[config.mk]
export PLATFORM = sky130hd
export DESIGN_NAME = instruction_queue_flat
export DESIGN_NICKNAME = d
export VERILOG_FILES = /design/src/rtl/instruction_queue_if.sv /design/src/rtl/instruction_queue.sv /design/src/flat_wrapper.sv
export SDC_FILE = /design/constraint.sdc
export NUM_CORES = 1
export LEC_CHECK = 0
export CAP_MARGIN = 40
export CELL_PAD_IN_SITES_DETAIL_PLACEMENT = 0
export CELL_PAD_IN_SITES_GLOBAL_PLACEMENT = 1
export CORE_ASPECT_RATIO = 0.6
export CORE_MARGIN = 2
export CORE_UTILIZATION = 55
export DETAILED_ROUTE_END_ITERATION = 10
export MAX_ROUTING_LAYER = met4
export PLACE_DENSITY_LB_ADDON = 0.15
export SLEW_MARGIN = 20
export SYNTH_ARGS = -nofsm -noshare
export SYNTH_HDL_FRONTEND = slang
export SYNTH_SLANG_ARGS = --single-unit
[constraint.sdc]
create_clock -name clk -period 18.7 [get_ports clk]
set_input_delay 2.805 -clock clk [delete_from_list [all_inputs] [get_ports clk]]
set_output_delay 2.805 -clock clk [all_outputs]
set_load 0.005 [all_outputs]
[src/rtl/instruction_queue_if.sv]
// instruction_queue_if: fetch-side and decode-side handshake bundle for the instruction queue.
interface instruction_queue_if #(parameter int iq_index_bits = 3);
    logic [31:0] instruction_fetch;
    logic [31:0] PC_fetch;
    logic load_iq_fetch;
    logic iq_full;
    logic [31:0] instruction_iq_head;
    logic [31:0] PC_iq_head;
    logic load_dec_iq;
    logic full_dec;
    logic flush;
    logic [iq_index_bits:0] iq_count;
    modport master (
        output instruction_fetch, PC_fetch, load_iq_fetch, full_dec, flush,
        input iq_full, instruction_iq_head, PC_iq_head, load_dec_iq, iq_count
    );
    modport slave (
        input instruction_fetch, PC_fetch, load_iq_fetch, full_dec, flush,
        output iq_full, instruction_iq_head, PC_iq_head, load_dec_iq, iq_count
    );
endinterface

[src/rtl/instruction_queue.sv]
// instruction_queue: circular show-ahead FIFO of {instruction, PC} between fetch and decode.
module instruction_queue #(
    parameter int iq_size = 8,
    parameter int iq_index_bits = 3
) (
    input logic clk,
    input logic rst,
    instruction_queue_if.slave q
);
    logic [63:0] mem [iq_size];
    logic [iq_index_bits-1:0] head_ptr, tail_ptr;
    logic [iq_index_bits:0] count;
    logic push, pop;
    assign q.iq_full = count == (iq_index_bits+1)'(iq_size);
    assign q.load_dec_iq = count != '0 && !q.flush;
    assign q.iq_count = count;
    assign {q.instruction_iq_head, q.PC_iq_head} = count != '0 ? mem[head_ptr] : '0;
    // No full-bypass: a pop while full still blocks the same-cycle push.
    assign push = q.load_iq_fetch && !q.iq_full && !q.flush;
    assign pop = q.load_dec_iq && !q.full_dec;
    always_ff @(posedge clk or negedge rst)
        if (!rst) begin
            head_ptr <= '0;
            tail_ptr <= '0;
            count <= '0;
        end else if (q.flush) begin
            head_ptr <= '0;
            tail_ptr <= '0;
            count <= '0;
        end else begin
            if (push) tail_ptr <= tail_ptr + 1'b1;
            if (pop) head_ptr <= head_ptr + 1'b1;
            count <= count + (iq_index_bits+1)'(push) - (iq_index_bits+1)'(pop);
        end
    always_ff @(posedge clk)
        if (push) mem[tail_ptr] <= {q.instruction_fetch, q.PC_fetch};
endmodule

[src/flat_wrapper.sv]
// flat-port wrapper written by rule: the top's interface ports become plain ports
module instruction_queue_flat 
#(
    parameter int iq_size = 8,
    parameter int iq_index_bits = 3
)
  (clk, rst, q_instruction_fetch, q_PC_fetch, q_load_iq_fetch, q_full_dec, q_flush, q_iq_full, q_instruction_iq_head, q_PC_iq_head, q_load_dec_iq, q_iq_count);
  instruction_queue_if #(.iq_index_bits(iq_index_bits)) q_i ();
  input logic clk;
  input logic rst;
  input wire logic [$bits(q_i.instruction_fetch)-1:0] q_instruction_fetch;
  input wire logic [$bits(q_i.PC_fetch)-1:0] q_PC_fetch;
  input wire logic [$bits(q_i.load_iq_fetch)-1:0] q_load_iq_fetch;
  input wire logic [$bits(q_i.full_dec)-1:0] q_full_dec;
  input wire logic [$bits(q_i.flush)-1:0] q_flush;
  output wire logic [$bits(q_i.iq_full)-1:0] q_iq_full;
  output wire logic [$bits(q_i.instruction_iq_head)-1:0] q_instruction_iq_head;
  output wire logic [$bits(q_i.PC_iq_head)-1:0] q_PC_iq_head;
  output wire logic [$bits(q_i.load_dec_iq)-1:0] q_load_dec_iq;
  output wire logic [$bits(q_i.iq_count)-1:0] q_iq_count;
  assign q_i.instruction_fetch = q_instruction_fetch;
  assign q_i.PC_fetch = q_PC_fetch;
  assign q_i.load_iq_fetch = q_load_iq_fetch;
  assign q_i.full_dec = q_full_dec;
  assign q_i.flush = q_flush;
  assign q_iq_full = q_i.iq_full;
  assign q_instruction_iq_head = q_i.instruction_iq_head;
  assign q_PC_iq_head = q_i.PC_iq_head;
  assign q_load_dec_iq = q_i.load_dec_iq;
  assign q_iq_count = q_i.iq_count;
  instruction_queue #(.iq_size(iq_size), .iq_index_bits(iq_index_bits)) u_core (.clk(clk), .rst(rst), .q(q_i));
endmodule
=== Word-level counts from Yosys, hierarchy flattened ===
Memory sizes are Yosys's and may differ from the RTL's.
Cells that the tools add are included.

* Input bits: 69
* Output and inout bits: 70
* Memories kept: 1
* Word-level logic and storage cells: 27
* Bits in writable memories: 512
* Register bits after elaboration: 10

* Reductions and logical operators: 10
* Muxes and demuxes: 8
* Add/subtract/negate cells: 4
* Equal/unequal tests: 1

{| class="wikitable"
|+ Memories
! memory !! depth !! bits a word !! rd ports !! clocked after Yosys merged registers in !! write ports !! RTL line !! source
|-
| u_core.mem || 8 || 64 || 1 || 0 || 1 || instruction_queue.sv:10 || <nowiki>logic [63:0] mem [iq_size];</nowiki>
|}

{| class="wikitable"
|+ Operators with widths
! cell !! count
|-
| 2-to-1 mux 64 bit || 1
|-
| 2-to-1 mux 3 bit || 4
|-
| adder 3 x 1 -> 3 bit (second input constant) || 2
|-
| adder 4 x 1 -> 4 bit || 1
|-
| == test 4 bit (second input constant) || 1
|-
| logical AND 1 bit || 4
|-
| 2-to-1 mux 4 bit || 1
|-
| nonzero test 2 bit || 2
|-
| nonzero test 4 bit || 1
|-
| subtractor 4 x 1 -> 4 bit || 1
|-
| zero test 1 bit || 3
|-
| 2-to-1 mux 1 bit || 2
|}

=== Depth between registers and ports, before layout ===
Gate-level depths: netlist of run 1.

* Depth in word-level cells: 7
* Depth in mapped cells: 10
* Depth with buffers taken out: 10

=== Least setup slack after synthesis of run 1 ===
Ideal clock, no wire load.

* Path type: input-to-reg
* Start: input q_flush
* End: memory u_core.mem[0][0], enable pin
* Arrival time: 7922 ps
* Setup slack: 10213 ps
* Path buffers: 1
* Stages: 3
* Data required time: 18135 ps
* Setup time: 565 ps
* Path through: clkbuf_1 or4_1 nor3_1

* Word-level cells in the longest chain between the ends: 4

{| class="wikitable"
|+ Ends and longest elaborated chain
! element !! RTL line !! source
|-
| start, declared || flat_wrapper.sv:15 || <nowiki>input wire logic [$bits(q_i.flush)-1:0] q_flush;</nowiki>
|-
| zero test 1 bit || instruction_queue.sv:19 || <nowiki>assign push = q.load_iq_fetch && !q.iq_full && !q.flush;</nowiki>
|-
| logical AND 1 bit || instruction_queue.sv:19 ||
|-
| 2-to-1 mux 1 bit || instruction_queue.sv:36 || <nowiki>if (push) mem[tail_ptr] <= {q.instruction_fetch, q.PC_fetch};</nowiki>
|-
| 2-to-1 mux 1 bit (not written as such) || instruction_queue.sv:36 ||
|-
| end, declared || instruction_queue.sv:10 ||
|}

Every way passes these cells.

=== Worst setup path after layout of run 1 ===
* Start: input q_flush
* End: output q_load_dec_iq

* Word-level cells in the longest chain between the ends: 2

{| class="wikitable"
|+ Ends and longest elaborated chain
! element !! RTL line !! source
|-
| zero test 1 bit || instruction_queue.sv:15 || <nowiki>assign q.load_dec_iq = count != '0 && !q.flush;</nowiki>
|-
| logical AND 1 bit || instruction_queue.sv:15 ||
|-
| end, declared || flat_wrapper.sv:19 || <nowiki>output wire logic [$bits(q_i.load_dec_iq)-1:0] q_load_dec_iq;</nowiki>
|}

Every way passes these cells.

==> results of run 1 <==
state kept, by name (all words and copies together) (netlist names):
register / cells
u_core.head_ptr: 3
u_core.mem: 512
u_core.q.iq_count: 4
u_core.tail_ptr: 3
cell type report:
type,count,area [um^2]
Clock buffer,50,1166
Clock inverter,36,485.5
Tap cell,467,584.3
Sequential cell,522,15630
Fill cell,2173,11620
Inverter,9,33.78
Antenna cell,3,7.507
Timing Repair Buffer,162,1757
Multi-Input combinational cell,251,3921
worst reg2reg max path, stage by stage (launching register included):
cell	delay, ns
dfrtp_1	0.35
inv_1	0.08
ha_1	0.20
or3b_2	0.23
inv_1	0.13
or4_1	0.61
nor3_2	0.59
buf_4	0.48
buf_16	0.30
path summary, 6_finish.rpt:
| path | start | to | slack, ns |
|---|---|---|---|
| worst max-delay path | q_flush | q_load_dec_iq | 11.64 |
| worst min-delay path | u_core.tail_ptr[0] | u_core.tail_ptr[0] | 0.62 |
| worst max register to register | u_core.q.iq_count[2] | u_core.mem[0][51] | 15.37 |
| worst min register to register | u_core.tail_ptr[0] | u_core.tail_ptr[0] | 0.62 |
| max in group asynchronous | rst | u_core.head_ptr[0] | 15.75 |
| min in group asynchronous | rst | u_core.q.iq_count[2] | 2.58 |
cells by family (layout without fill, tap and decap cells):
logic type	Yosys count	count (layout)	synth area share, %
compound gates	74	74	3.102
xor+xnor	1	1	0.04433
fa+ha+maj	9	9	0.6079
buf+inv	53	257	1.418
flops	522	522	79.07
mux	131	131	14.76
other cells	0	3	0
simple gates	36	36	1.000
placed cells by master (no fill, tap or decap), types with 2 or more instances in the layout:
master	n
clkbuf_1	4
nand2b_1	2
nand3_1	4
clkinvlp_4	5
clkinv_2	8
clkbuf_16	46
bufinv_16	11
nor3_1	2
inv_1	9
mux4_2	128
a22o_1	64
or3_1	2
mux2_2	3
o21ai_0	4
dfrtp_1	8
buf_4	12
a21oi_1	5
diode_2	3
nor2_4	7
clkinv_4	2
inv_6	2
dfrtp_4	2
buf_12	6
clkinv_1	7
nor2_1	5
ha_1	8
nor2b_1	5
buf_16	6
edfxtp_1	512
nor3_2	2
clkdlybuf4s50_1	138
routing by layer:
| layer | share of wire, % | vias up |
|---|---|---|
| met5 | 0 | - |
| met4 | 1.4 | 0 |
| met3 | 5.0 | 43 |
| met2 | 51 | 262 |
| met1 | 42 | 4911 |
| li1 | - | 3894 |
power groups by stage:
stage / clock [mW] / combinational (mW) / sequential, mW
2_1_floorplan: 0 / 0.397 / 1.36
3_3_place_gp: 0 / 0.666 / 1.38
3_5_place_dp: 0 / 0.704 / 1.38
4_1_cts: 1.04 / 0.708 / 1.35
5_1_grt: 1.09 / 0.744 / 1.36
6_report: 1.02 / 0.695 / 1.35
==> impl_metrics.yaml, run 1 <==
clocking:
  clkTransAtPathRegs_ns: 0.07
  htree_levels: 2
  ctsLongestPathBuffers: 3
  clk_latency_ns: 0.56
  clockRootBuffer: "clkbuf_16"
  cts_tree: "built"
  cts.sinks: 522
  post-cts-setup-buffer-count: 0
  cts_buffers: 46
  cts.repair.resized: 0
  ctsHoldBuffers: 0
floorplan:
  start_util_pct: 56.12
  die_h_um: 150.8
  die_w_um: 248.7
  pin_count: 139
  core_region_area_um2: 35210
  fp.dieArea_um2: 37510
  rows: 53
sta:
  fmax_mhz: 141.6
  rsz0062_at_grt: "false"
  period_needed_ns: 7.060
  relSlewSlack_pct: 43.95
  hold_violations: 0
  fin_ws_ns: 11.64
  whs_ns: 0.6198
  max_slew.worst_pin.slew_ns: 0.8407
  period_share_pct: 37.75
  fin_setup_tns_ns: 0
  maxSlewViolCount: 0
  fin_skew_ns: 0.02177
  setup_viol: 0
placed_design:
  dp.cells: 1409
  place_ws_ns: 11.63
  placed_cell_area_um2: 21880
  port_buffers: 138
  gp_congestion: 0.7441
  dpl.hpwl_mm: 21.28
route:
  drc: 5
  routed_wl_mm: 39.00
  vias: 9110
  avgViaCountPerCell: 6.073
  first_iter_violations: 814
  routedWlPerCell_um: 26.00
  drtPass1Iterations: 10
  ant_nets: 0
logic_synthesis:
  ys.flop_type: "edfxtp_1"
  synth_edf_count: 512
  synth_area_per_cell_um2: 23.92
  synth.most_common_cell: "edfxtp_1"
  yosys.area.top_type: "edfxtp_1"
  synth_cell_types: 30
  synth_top_area_share_pct: 77.80
  syn_inst: 826
  synth_area_um2: 19760
  async_flop_share_pct: 1.916
  ys_warn_count: 0
  synth_seq_area_share_pct: 79.07
  synth_area_leaders: "edfxtp_1 (78%), mux4_2 (15%), a22o_1 (2.8%), dfrtp_1 (1.3%), ha_1 (0.51%)"
  synth_fp_nets: 904
  synth.cells.most_frequent: "edfxtp_1 (512), mux4_2 (128), a22o_1 (64), clkbuf_1 (17), nor2_1 (12)"
  ys_ff_latch: 522
global_route:
  grt_max_degree: 59
  grt_overflow: 0
  grt-busiest-layer: "met2"
  grt_antenna_before_repair: 3
  grt_first_pass_wirelength_mm: 58.28
  grt_usage_pct: 21.88
  grt.met1_usage_pct: 28.88
  grt_pass1_vias: 9595
  grt_use_met3_pct: 4.038
  grtUsageMet2_pct: 36.53
pwr:
  seqPwrFrac_pct: 44.1
  p_comb_share_pct: 22.7
  power.share.clock_pct: 33.2
  p_int_mw: 2.329
  switching_share_pct: 24.07
  vdd_drop_max_mv: 0.09933
  power_density_nw_per_um2: 130.0
  total_power_mw: 3.067
  p_leak_nw: 7.442
  p_switching_mw: 0.7382
worst_setup_path:
  cp_num_cells: 3
  cp.buffers_inverters: 2
  reg2regPathDepth: 8
  start_kind: "primary input"
  cp_max_fo: 18
  crit_required_ns: 15.89
  crit_top_cell: "clkdlybuf4s50_1"
  cpPeakStageDelay_ns: 0.72
  path_class: "primary input to output pin"
  cp-end-kind: "output pin"
  cp_slowest_cell: "clkdlybuf4s50_1"
  crit_arrival_ns: 4.26
  cp_cell_sequence: "clkdlybuf4s50_1 > nor2_1 > clkdlybuf4s50_1"
  crit_family: "buffers and inverters"
final_layout:
  syn_to_final_growth_pct: 19.36
  fin_cells: 1500
  final_util_pct: 66.99
  drive_above_1_share_pct: 23.69
  fin_area_um2: 23590
  nNetsFinal: 1070
run:
  maxCapViolations: 0
outcome:
  status: "complete, but fails checks"
  violations: "design-rule violations"
min_path:
  hp-class: "flip-flop to flip-flop"
  hold_path_depth: 2
(Power assumes the default switching activity.)
==> inputs of run 2 (changes only) <==
--- a/config.mk
+++ b/config.mk
@@ -10,7 +10,7 @@
 export CELL_PAD_IN_SITES_GLOBAL_PLACEMENT = 1
 export CORE_ASPECT_RATIO = 0.6
 export CORE_MARGIN = 2
-export CORE_UTILIZATION = 55
+export CORE_UTILIZATION = 52
 export DETAILED_ROUTE_END_ITERATION = 10
 export MAX_ROUTING_LAYER = met4
 export PLACE_DENSITY_LB_ADDON = 0.15
==> constraint.sdc (replaced) <==
create_clock -name clk -period 7.2 [get_ports clk]
set_input_delay 1.08 -clock clk [delete_from_list [all_inputs] [get_ports clk]]
set_output_delay 1.08 -clock clk [all_outputs]
set_load 0.005 [all_outputs]
==> run 2 against run 1 <==
Compared with the run above: the flow now finishes without violations; total power rose to 2.5 times the previous value; sequential power rose to 2.6 times the previous value; via count down 1.1%; final cell count up 2.9%; register-to-register slack worse by 11 ns; sequential share of layout area up 0.66 points; largest cell class unchanged; largest power group unchanged.
==> impl_metrics.yaml, run 2 (same netlist as run 1, synthesis figures left out) <==
clocking:
  htree_levels: 2
  ctsHoldBuffers: 0
  clockRootBuffer: "clkbuf_16"
  cts_buffers: 47
  clkTransAtPathRegs_ns: 0.06
  clk_latency_ns: 0.55
  ctsLongestPathBuffers: 3
  cts_tree: "built"
  cts.sinks: 522
  cts.repair.resized: 0
  post-cts-setup-buffer-count: 0
global_route:
  grt_max_degree: 77
  grt_overflow: 0
  grt_first_pass_wirelength_mm: 59.21
  grt_antenna_before_repair: 1
  grt_pass1_vias: 9367
  grt_usage_pct: 20.77
pwr:
  p_leak_nw: 7.332
  power.share.clock_pct: 30.6
  vdd_drop_max_mv: 0.1876
  seqPwrFrac_pct: 45.7
  p_switching_mw: 1.893
  power_density_nw_per_um2: 328.4
  p_comb_share_pct: 23.7
  switching_share_pct: 24.68
  p_int_mw: 5.776
route:
  first_iter_violations: 830
  routed_wl_mm: 39.18
  ant_nets: 0
  avgViaCountPerCell: 5.838
  routedWlPerCell_um: 25.39
  drc: 0
  drtPass1Iterations: 5
  vias: 9008
floorplan:
  die_w_um: 255.7
  pin_count: 139
  fp.dieArea_um2: 39630
  die_h_um: 155
  core_region_area_um2: 37570
  rows: 55
  start_util_pct: 52.59
worst_setup_path:
  crit_start: "u_core.q.iq_count[2]"
  cp_slowest_cell: "buf_4"
  reg2regPathDepth: 8
  cp_max_fo: 40
  crit_arrival_ns: 3.57
  crit_required_ns: 6.12
  path_class: "flip-flop to output pin"
  cp-end-kind: "output pin"
  cp_cell_sequence: "inv_1 > ha_1 > or3b_1 > and2_2 > buf_4 > a22o_1 > clkdlybuf4s50_1"
  start_kind: "flip-flop"
  crit-reg2reg-launch: "u_core.q.iq_count[2]"
  cpPeakStageDelay_ns: 0.65
placed_design:
  gp_congestion: 0.7632
  dpl.hpwl_mm: 21.03
  port_buffers: 138
sta:
  period_needed_ns: 4.650
  relSlewSlack_pct: 45.92
  setup_viol: 0
  fmax_mhz: 215.0
  fin_skew_ns: 0.01018
  whs_ns: 0.6273
  period_share_pct: 64.59
  hold_violations: 0
  maxSlewViolCount: 0
  fin_setup_tns_ns: 0
  rsz0062_at_grt: "false"
  max_slew.worst_pin.slew_ns: 0.8112
final_layout:
  layout_common_cells: "edfxtp_1 (512), clkdlybuf4s50_1 (138), mux4_2 (128), a22o_1 (64), clkbuf_16 (49)"
  largest_register_ffs: 512
  layout_commonest_cell: "edfxtp_1"
  largest-register: "u_core.mem"
  fillers: 2616
  drive_above_1_share_pct: 22.25
  syn_to_final_growth_pct: 18.18
  nNetsFinal: 1070
min_path:
  hold_path_depth: 2
  worstHoldStart: "u_core.tail_ptr[0]"
  hp-class: "flip-flop to flip-flop"
outcome:
  status: "completed"
run:
  maxCapViolations: 0
run 2: cell types whose count changed in the layout (fill, tap and decap cells not counted), moves of 2 or more:
| cell | delta |
|---|---|
| buf_12 | -5 |
| clkbuf_1 | +5 |
| bufinv_16 | -9 |
| buf_4 | +4 |
| diode_2 | -2 |
| clkinv_4 | -2 |
| clkinvlp_4 | -4 |
| clkinv_1 | +9 |
| clkbuf_16 | +3 |
run 2: layout make-up:
type                       instances  area [um^2]  share of cell area [%]
clock buffer                      58         1260                   5.395
clock inverter                    28        176.4                  0.7554
tap                              513        641.9                   2.748
antenna                            1        2.502                 0.01072
timing repair buffer             161         1687                   7.222
sequential                       522        15630                   66.94
inverter                           9        33.78                  0.1447
multi-input combinational        251         3920                   16.79
run 2: final timing paths:
path,end,slack [ns]
worst max-delay path,q_PC_iq_head[17],2.55
worst min-delay path,u_core.tail_ptr[0],0.63
worst max register to register,u_core.mem[0][52],3.97
worst min register to register,u_core.tail_ptr[0],0.63
max in group asynchronous,u_core.head_ptr[0],5.92
min in group asynchronous,u_core.tail_ptr[1],0.88
run 2: per-stage QoR:
stage               util [%]  std cells  instance area [um^2]  setup WS (ns)  power (mW)
floorplan                  -        826                 19760         0.4381       4.566
finish                 62.15       1543                 23350          2.550       7.668
detailed placement     58.25       1455                 21890          2.841       5.388
global route           62.15       1543                 23350          2.395       7.991
CTS                    62.07       1541                 23320          2.440       7.740
global placement       57.89       1450                 21750          2.876       5.383
run 2: worst max-delay path: cells and delay by family (launching register included):
kind / cells / cell delay (ns)
adders and majority gates: 1 / 0.20
buffers and inverters: 3 / 1.27
and+or+nand+nor: 2 / 0.80
AOI/OAI and AO/OA: 1 / 0.36
DFF: 1 / 0.35
run 2: power by group through the flow:
stage | Combinational [mW] | Sequential (mW) | Clock [mW]
floorplan | 1.03 | 3.53 | 0
global placement | 1.79 | 3.59 | 0
detailed placement | 1.82 | 3.57 | 0
CTS | 1.83 | 3.51 | 2.41
global route | 1.94 | 3.51 | 2.53
finish | 1.82 | 3.50 | 2.35
run 2: layer usage:
metal / GRT usage, % / vias to the layer above / part of all wire, %
li1: - / 3895 / -
met2: 32.26 / 228 / 48
met4: 3.982 / 0 / 1.2
met1: 29.89 / 4838 / 46
met5: - / - / 0
met3: 3.421 / 47 / 4.5
